[src/rtl/btn_event.sv]
// Gesture decoder: short press, long press, double click and optional auto-repeat (BTN_REPEAT_EN).
// Latency 1 cycle (registered pulses); no backpressure, events are fire-and-forget one-cycle pulses.
module btn_event #(
    parameter int                CNT_W         = 24,
    parameter logic [CNT_W-1:0]  LONG_CYCLES   = 24'd5_000_000,
    parameter logic [CNT_W-1:0]  GAP_CYCLES    = 24'd3_000_000,
    parameter logic [CNT_W-1:0]  REPEAT_CYCLES = 24'd1_000_000
) (
    input  logic clk,
    input  logic rst_n,
    input  logic btn_n,
    output logic short_press,
    output logic long_press,
    output logic double_click,
    output logic repeat_tick,
    output logic pressed
);

    typedef enum logic [2:0] {
        IDLE   = 3'd0,
        PRESS1 = 3'd1,
        GAP    = 3'd2,
        PRESS2 = 3'd3,
        HELD   = 3'd4
    } state_t;

    localparam logic [CNT_W-1:0] CNT_ONE   = {{(CNT_W-1){1'b0}}, 1'b1};
    localparam logic [CNT_W-1:0] LONG_LAST = LONG_CYCLES - CNT_ONE;
    localparam logic [CNT_W-1:0] GAP_LAST  = GAP_CYCLES - CNT_ONE;

    state_t           state_q;
    logic [CNT_W-1:0] cnt_q;
    logic             short_q;
    logic             long_q;
    logic             dbl_q;
    logic             pressed_q;

`ifdef BTN_REPEAT_EN
    localparam logic [CNT_W-1:0] REP_LAST = REPEAT_CYCLES - CNT_ONE;
    logic rep_q;
`else
    logic unused_repeat;
    assign unused_repeat = ^REPEAT_CYCLES;
`endif

    // Counter is cleared on every state change, so equality compares never see a wrap.
    always_ff @(posedge clk or negedge rst_n) begin
        if (!rst_n) begin
            state_q   <= IDLE;
            cnt_q     <= '0;
            short_q   <= 1'b0;
            long_q    <= 1'b0;
            dbl_q     <= 1'b0;
            pressed_q <= 1'b0;
`ifdef BTN_REPEAT_EN
            rep_q     <= 1'b0;
`endif
        end else begin
            pressed_q <= ~btn_n;
            short_q   <= 1'b0;
            long_q    <= 1'b0;
            dbl_q     <= 1'b0;
`ifdef BTN_REPEAT_EN
            rep_q     <= 1'b0;
`endif
            case (state_q)
                IDLE: begin
                    if (!btn_n) begin
                        state_q <= PRESS1;
                        cnt_q   <= CNT_ONE;
                    end
                end
                PRESS1: begin
                    if (!btn_n) begin
                        if (cnt_q == LONG_LAST) begin
                            long_q  <= 1'b1;
                            state_q <= HELD;
                            cnt_q   <= '0;
                        end else begin
                            cnt_q <= cnt_q + CNT_ONE;
                        end
                    end else begin
                        state_q <= GAP;
                        cnt_q   <= CNT_ONE;
                    end
                end
                GAP: begin
                    if (!btn_n) begin
                        dbl_q   <= 1'b1;
                        state_q <= PRESS2;
                        cnt_q   <= '0;
                    end else if (cnt_q == GAP_LAST) begin
                        short_q <= 1'b1;
                        state_q <= IDLE;
                        cnt_q   <= '0;
                    end else begin
                        cnt_q <= cnt_q + CNT_ONE;
                    end
                end
                PRESS2: begin
                    if (btn_n) begin
                        state_q <= IDLE;
                        cnt_q   <= '0;
                    end
                end
                HELD: begin
                    if (btn_n) begin
                        state_q <= IDLE;
                        cnt_q   <= '0;
                    end
`ifdef BTN_REPEAT_EN
                    else if (cnt_q == REP_LAST) begin
                        rep_q <= 1'b1;
                        cnt_q <= '0;
                    end else begin
                        cnt_q <= cnt_q + CNT_ONE;
                    end
`endif
                end
                default: begin
                    state_q <= IDLE;
                    cnt_q   <= '0;
                end
            endcase
        end
    end

    assign short_press  = short_q;
    assign long_press   = long_q;
    assign double_click = dbl_q;
    assign pressed      = pressed_q;
`ifdef BTN_REPEAT_EN
    assign repeat_tick  = rep_q;
`else
    assign repeat_tick  = 1'b0;
`endif

endmodule

[config.mk]
export PLATFORM = sky130hd
export DESIGN_NAME = btn_event
export DESIGN_NICKNAME = d
export VERILOG_FILES = /design/src/rtl/btn_event.sv
export SDC_FILE = /design/constraint.sdc
export NUM_CORES = 1
export LEC_CHECK = 0
export ABC_AREA = 1
export BUFFER_PORTS_ARGS = -buffer_cell sky130_fd_sc_hd__buf_2
export CELL_PAD_IN_SITES_DETAIL_PLACEMENT = 0
export CELL_PAD_IN_SITES_GLOBAL_PLACEMENT = 2
export CORE_AREA = 2 2 77 79
export DETAILED_ROUTE_END_ITERATION = 16
export DIE_AREA = 0 0 79 81
export PLACE_DENSITY = 0.9
export REMOVE_ABC_BUFFERS = 1
export SETUP_SLACK_MARGIN = 0.3
export SKIP_CTS_REPAIR_TIMING = 1
export SYNTH_ARGS = -nofsm -noshare
export SYNTH_HDL_FRONTEND = slang
export SYNTH_SLANG_ARGS = --single-unit
[constraint.sdc]
create_clock -name clk -period 3 [get_ports clk]
set_clock_uncertainty 0.05 [all_clocks]
set_input_delay 0.6 -clock clk [delete_from_list [all_inputs] [get_ports clk]]
set_output_delay 0.6 -clock clk [all_outputs]
set_load 0.05 [all_outputs]
==> results.md <==
- In this run, CTS created clock tree buffers numbering 5.
- The overall via count from detail_route is 1821.
- The number of cells after detailed placement is 367.
- At the pin with the least slew margin, the transition time is 0.742 ns.
- The path type of the worst min-delay path is in2async.
- The data required time of the worst path is 3.17 ns.
- Routability-driven placement finished with a final weighted congestion of 0.958.
- Setup repair after global routing left no endpoint under its margin.
- The worst register-to-register path has a depth of 7.
- The starting density of the core is 0.353.
- The via count of the first global-routing pass was 1884.
- The critical path runs through a total of 7 cells.
- The TritonCTS clock tree is built.
- The summed instance area of the synthesized netlist is 2010 um2.
- The number of port buffers is 6.
- The worst max-slew margin expressed relative to the limit is 0.505.
- The top flip-flop cell by instance count after synthesis is sky130_fd_sc_hd__dfrtp_1.
- The power density normalized to cell area is 595 nW/um2.
- The flow ran to the end, and the final reports show no timing, DRC or antenna violations.
- STA classifies the critical path endpoint as a flop.
- The setup path with the least slack is of type reg2reg.
- The area growth from synthesis to layout is 9.61%.
- The cell family contributing the most delay on the critical path is simple AND/OR/NAND/NOR gates.
- The detailed-placement wirelength estimate is 3930 um.
- The number of antenna violations at the first check in global routing is 0.
- The number of failing hold endpoints at the final stage is 0.
- The violation count after the first detailed-route iteration is 141.
- The die boundary height is 81 um.
- The global-route wire length before repair is 9190 um.
- STA classifies the critical path startpoint as a flop.
- At the later pin of the worst-skew pair, clock insertion delay measures 0.29 ns.
- The number of buffer and inverter instances along the worst setup path is 1.
- The total track usage is 0.189.
- In this run the remaining antenna-violating nets after routing total 0.
- Max-cap violations in this run came to 0.
- The number of antenna diodes in the final layout is 0.
- The count of flip-flops with a built-in enable after synthesis is 0.
- The x dimension of the die is 79 um.
- For the worst setup path, the data arrival time is 2.16 ns.
- In the finished design, the share of the clock period the worst path needs comes to 0.664.
- The total wire length after detailed routing is 5180 um.
- The residual DRC count is 0.
- Yosys attributes the largest share of cell area to sky130_fd_sc_hd__dfrtp_1, sky130_fd_sc_hd__nand2_1, sky130_fd_sc_hd__nor2_1.
- Counting every instance in the synthesized netlist gives 291.
- The total of endpoints with negative setup slack in the final report is 0.
- The tree is rooted in a sky130_fd_sc_hd__clkbuf_8.
- Traced cell by cell, the critical path runs through nor3_1, nand2_1, nand2_2, inv_1, nand3_2, o21ai_0, nor2_1.
- Counting instances in the post-synthesis netlist gives the leading cell types as sky130_fd_sc_hd__nand2_1, sky130_fd_sc_hd__nor2_1, sky130_fd_sc_hd__inv_1.
- Clock-pin slew was measured on the worst setup and hold paths at 0.07 ns.
- No sink is reached through more buffers than the 2 on the longest clock path.
- Static timing analysis puts the maximum clock frequency at 0.502 GHz.
- After the last flow step, the layout net total stands at 303.
- The maximum number of pins on one net before global-route repair is 32.
- The number of storage elements in the synthesis netlist is 31.
- The H-tree was split into 2 levels.
- The dominant cell by count in the synthesized netlist is sky130_fd_sc_hd__nand2_1.
- The share of flip-flops with an asynchronous set or reset is 1.00.
- The number of I/O pins is 8.
- The die covers 6400 um2.
- The placeable core region is 5680 um2.
- For this design, the slowest cell found on the critical path is sky130_fd_sc_hd__dfrtp_1.
- The share of synthesized area in the top cell type comes to 0.387.
- The number of distinct library cell variants in the gate-level netlist after synthesis is 30.
- The Yosys step of the flow raised 0 warnings.
- The first-pass iteration count of the detailed router is 4.
- The average vias per placed instance is 4.86.
- Of the synthesized area, sequential elements account for 0.387.
- The count of clock tree sinks is 31.
- The residual overflow from global routing is 0.
- The layout cell share with drive strength beyond 1 is 0.103.
- For the finished layout, the period the worst path requires is 1.99 ns.
- The largest driver fanout on the critical path is 17.
- The longest individual stage delay on the worst path is 0.42 ns.
- The max-slew violation count is 0.
- The finished layout holds 375 standard cells, fillers aside.
- The floorplan has 28 rows.
- The setup check on the worst reg-to-reg path leaves a slack of 1.01 ns.
- VDD sags by at most 439 uV.
- Dividing the detail-routed wire length by the instance count gives 13.8 um.
- The biggest area contributor in the post-synthesis netlist is sky130_fd_sc_hd__dfrtp_1.
- The leakage power summed over all cells is 1.03 nW.
- Adding up every negative setup slack in the final design gives 0 ns.
- A synthesized cell averages 6.89 um2.
## registers in the layout (all words and copies together) (netlist names)
name,count
pressed,1
cnt_q,24
long_press,1
double_click,1
state_q,3
short_press,1
## logic make-up (layout without fill, tap and decap cells)
logic type	after synthesis	in the layout	share of synthesized area
simple gates	184	184	0.416
buf+inv	51	60	0.110
flops	31	31	0.387
compound gates	16	16	0.0480
xor+xnor	7	7	0.0306
fa+ha+maj	1	1	0.00624
other cells	1	1	0.00187
## cell usage in the layout (no fill, tap or decap), types with 2 or more instances in the layout
cell type                  instances
sky130_fd_sc_hd__nand2_1          61
sky130_fd_sc_hd__a21oi_1           3
sky130_fd_sc_hd__nand3_1          23
sky130_fd_sc_hd__dfrtp_1          31
sky130_fd_sc_hd__o21ai_0           9
sky130_fd_sc_hd__nand2_2           6
sky130_fd_sc_hd__nand3b_1          2
sky130_fd_sc_hd__nor2_2            4
sky130_fd_sc_hd__clkbuf_8          6
sky130_fd_sc_hd__inv_1            45
sky130_fd_sc_hd__nand4_1           9
sky130_fd_sc_hd__nor2_1           56
sky130_fd_sc_hd__xor2_1            7
sky130_fd_sc_hd__nor4_1            5
sky130_fd_sc_hd__buf_2             6
sky130_fd_sc_hd__nor3_1           12
## through the flow
step	area [um2]	worst slack (ns)	util	hold WS, ns	power [mW]
finish	2200	1.01	0.387	0.319	1.31
global route	2200	0.747	0.387	0.378	1.41
CTS	2200	0.959	0.387	0.349	1.33
detailed placement	2080	0.839	0.367	0.449	0.886
global placement	2080	0.809	0.367	0.444	0.890
floorplan	1960	1.37	-	0.254	0.772
## metal layers
metal / GRT usage / wire [um]
met4: 0.0828 / 136
met3: 0.0389 / 232
met2: 0.311 / 2450
met5: 0 / 0
met1: 0.241 / 2360
## layout make-up
type | instances | area, um2
fill | 636 | 3480
multi-input combinational | 209 | 1010
sequential | 31 | 776
inverter | 46 | 173
tap | 75 | 93.8
clock buffer | 6 | 82.6
clock inverter | 2 | 35.0
timing repair buffer | 6 | 30.0
## report_power, final
group / internal [mW] / leakage, nW / total (mW) / switching, mW
Sequential: 0.451 / 0.424 / 0.481 / 0.0293
Combinational: 0.104 / 0.539 / 0.390 / 0.286
Clock: 0.269 / 0.0612 / 0.438 / 0.169
## final timing paths
check                            from         to
min                             rst_n  cnt_q[17]
max in group asynchronous       rst_n   cnt_q[6]
max reg2reg                state_q[2]  cnt_q[19]
min reg2reg                  cnt_q[1]   cnt_q[1]
min in group clk             cnt_q[1]   cnt_q[1]
max                        state_q[2]  cnt_q[19]
(Power assumes the default switching activity.)
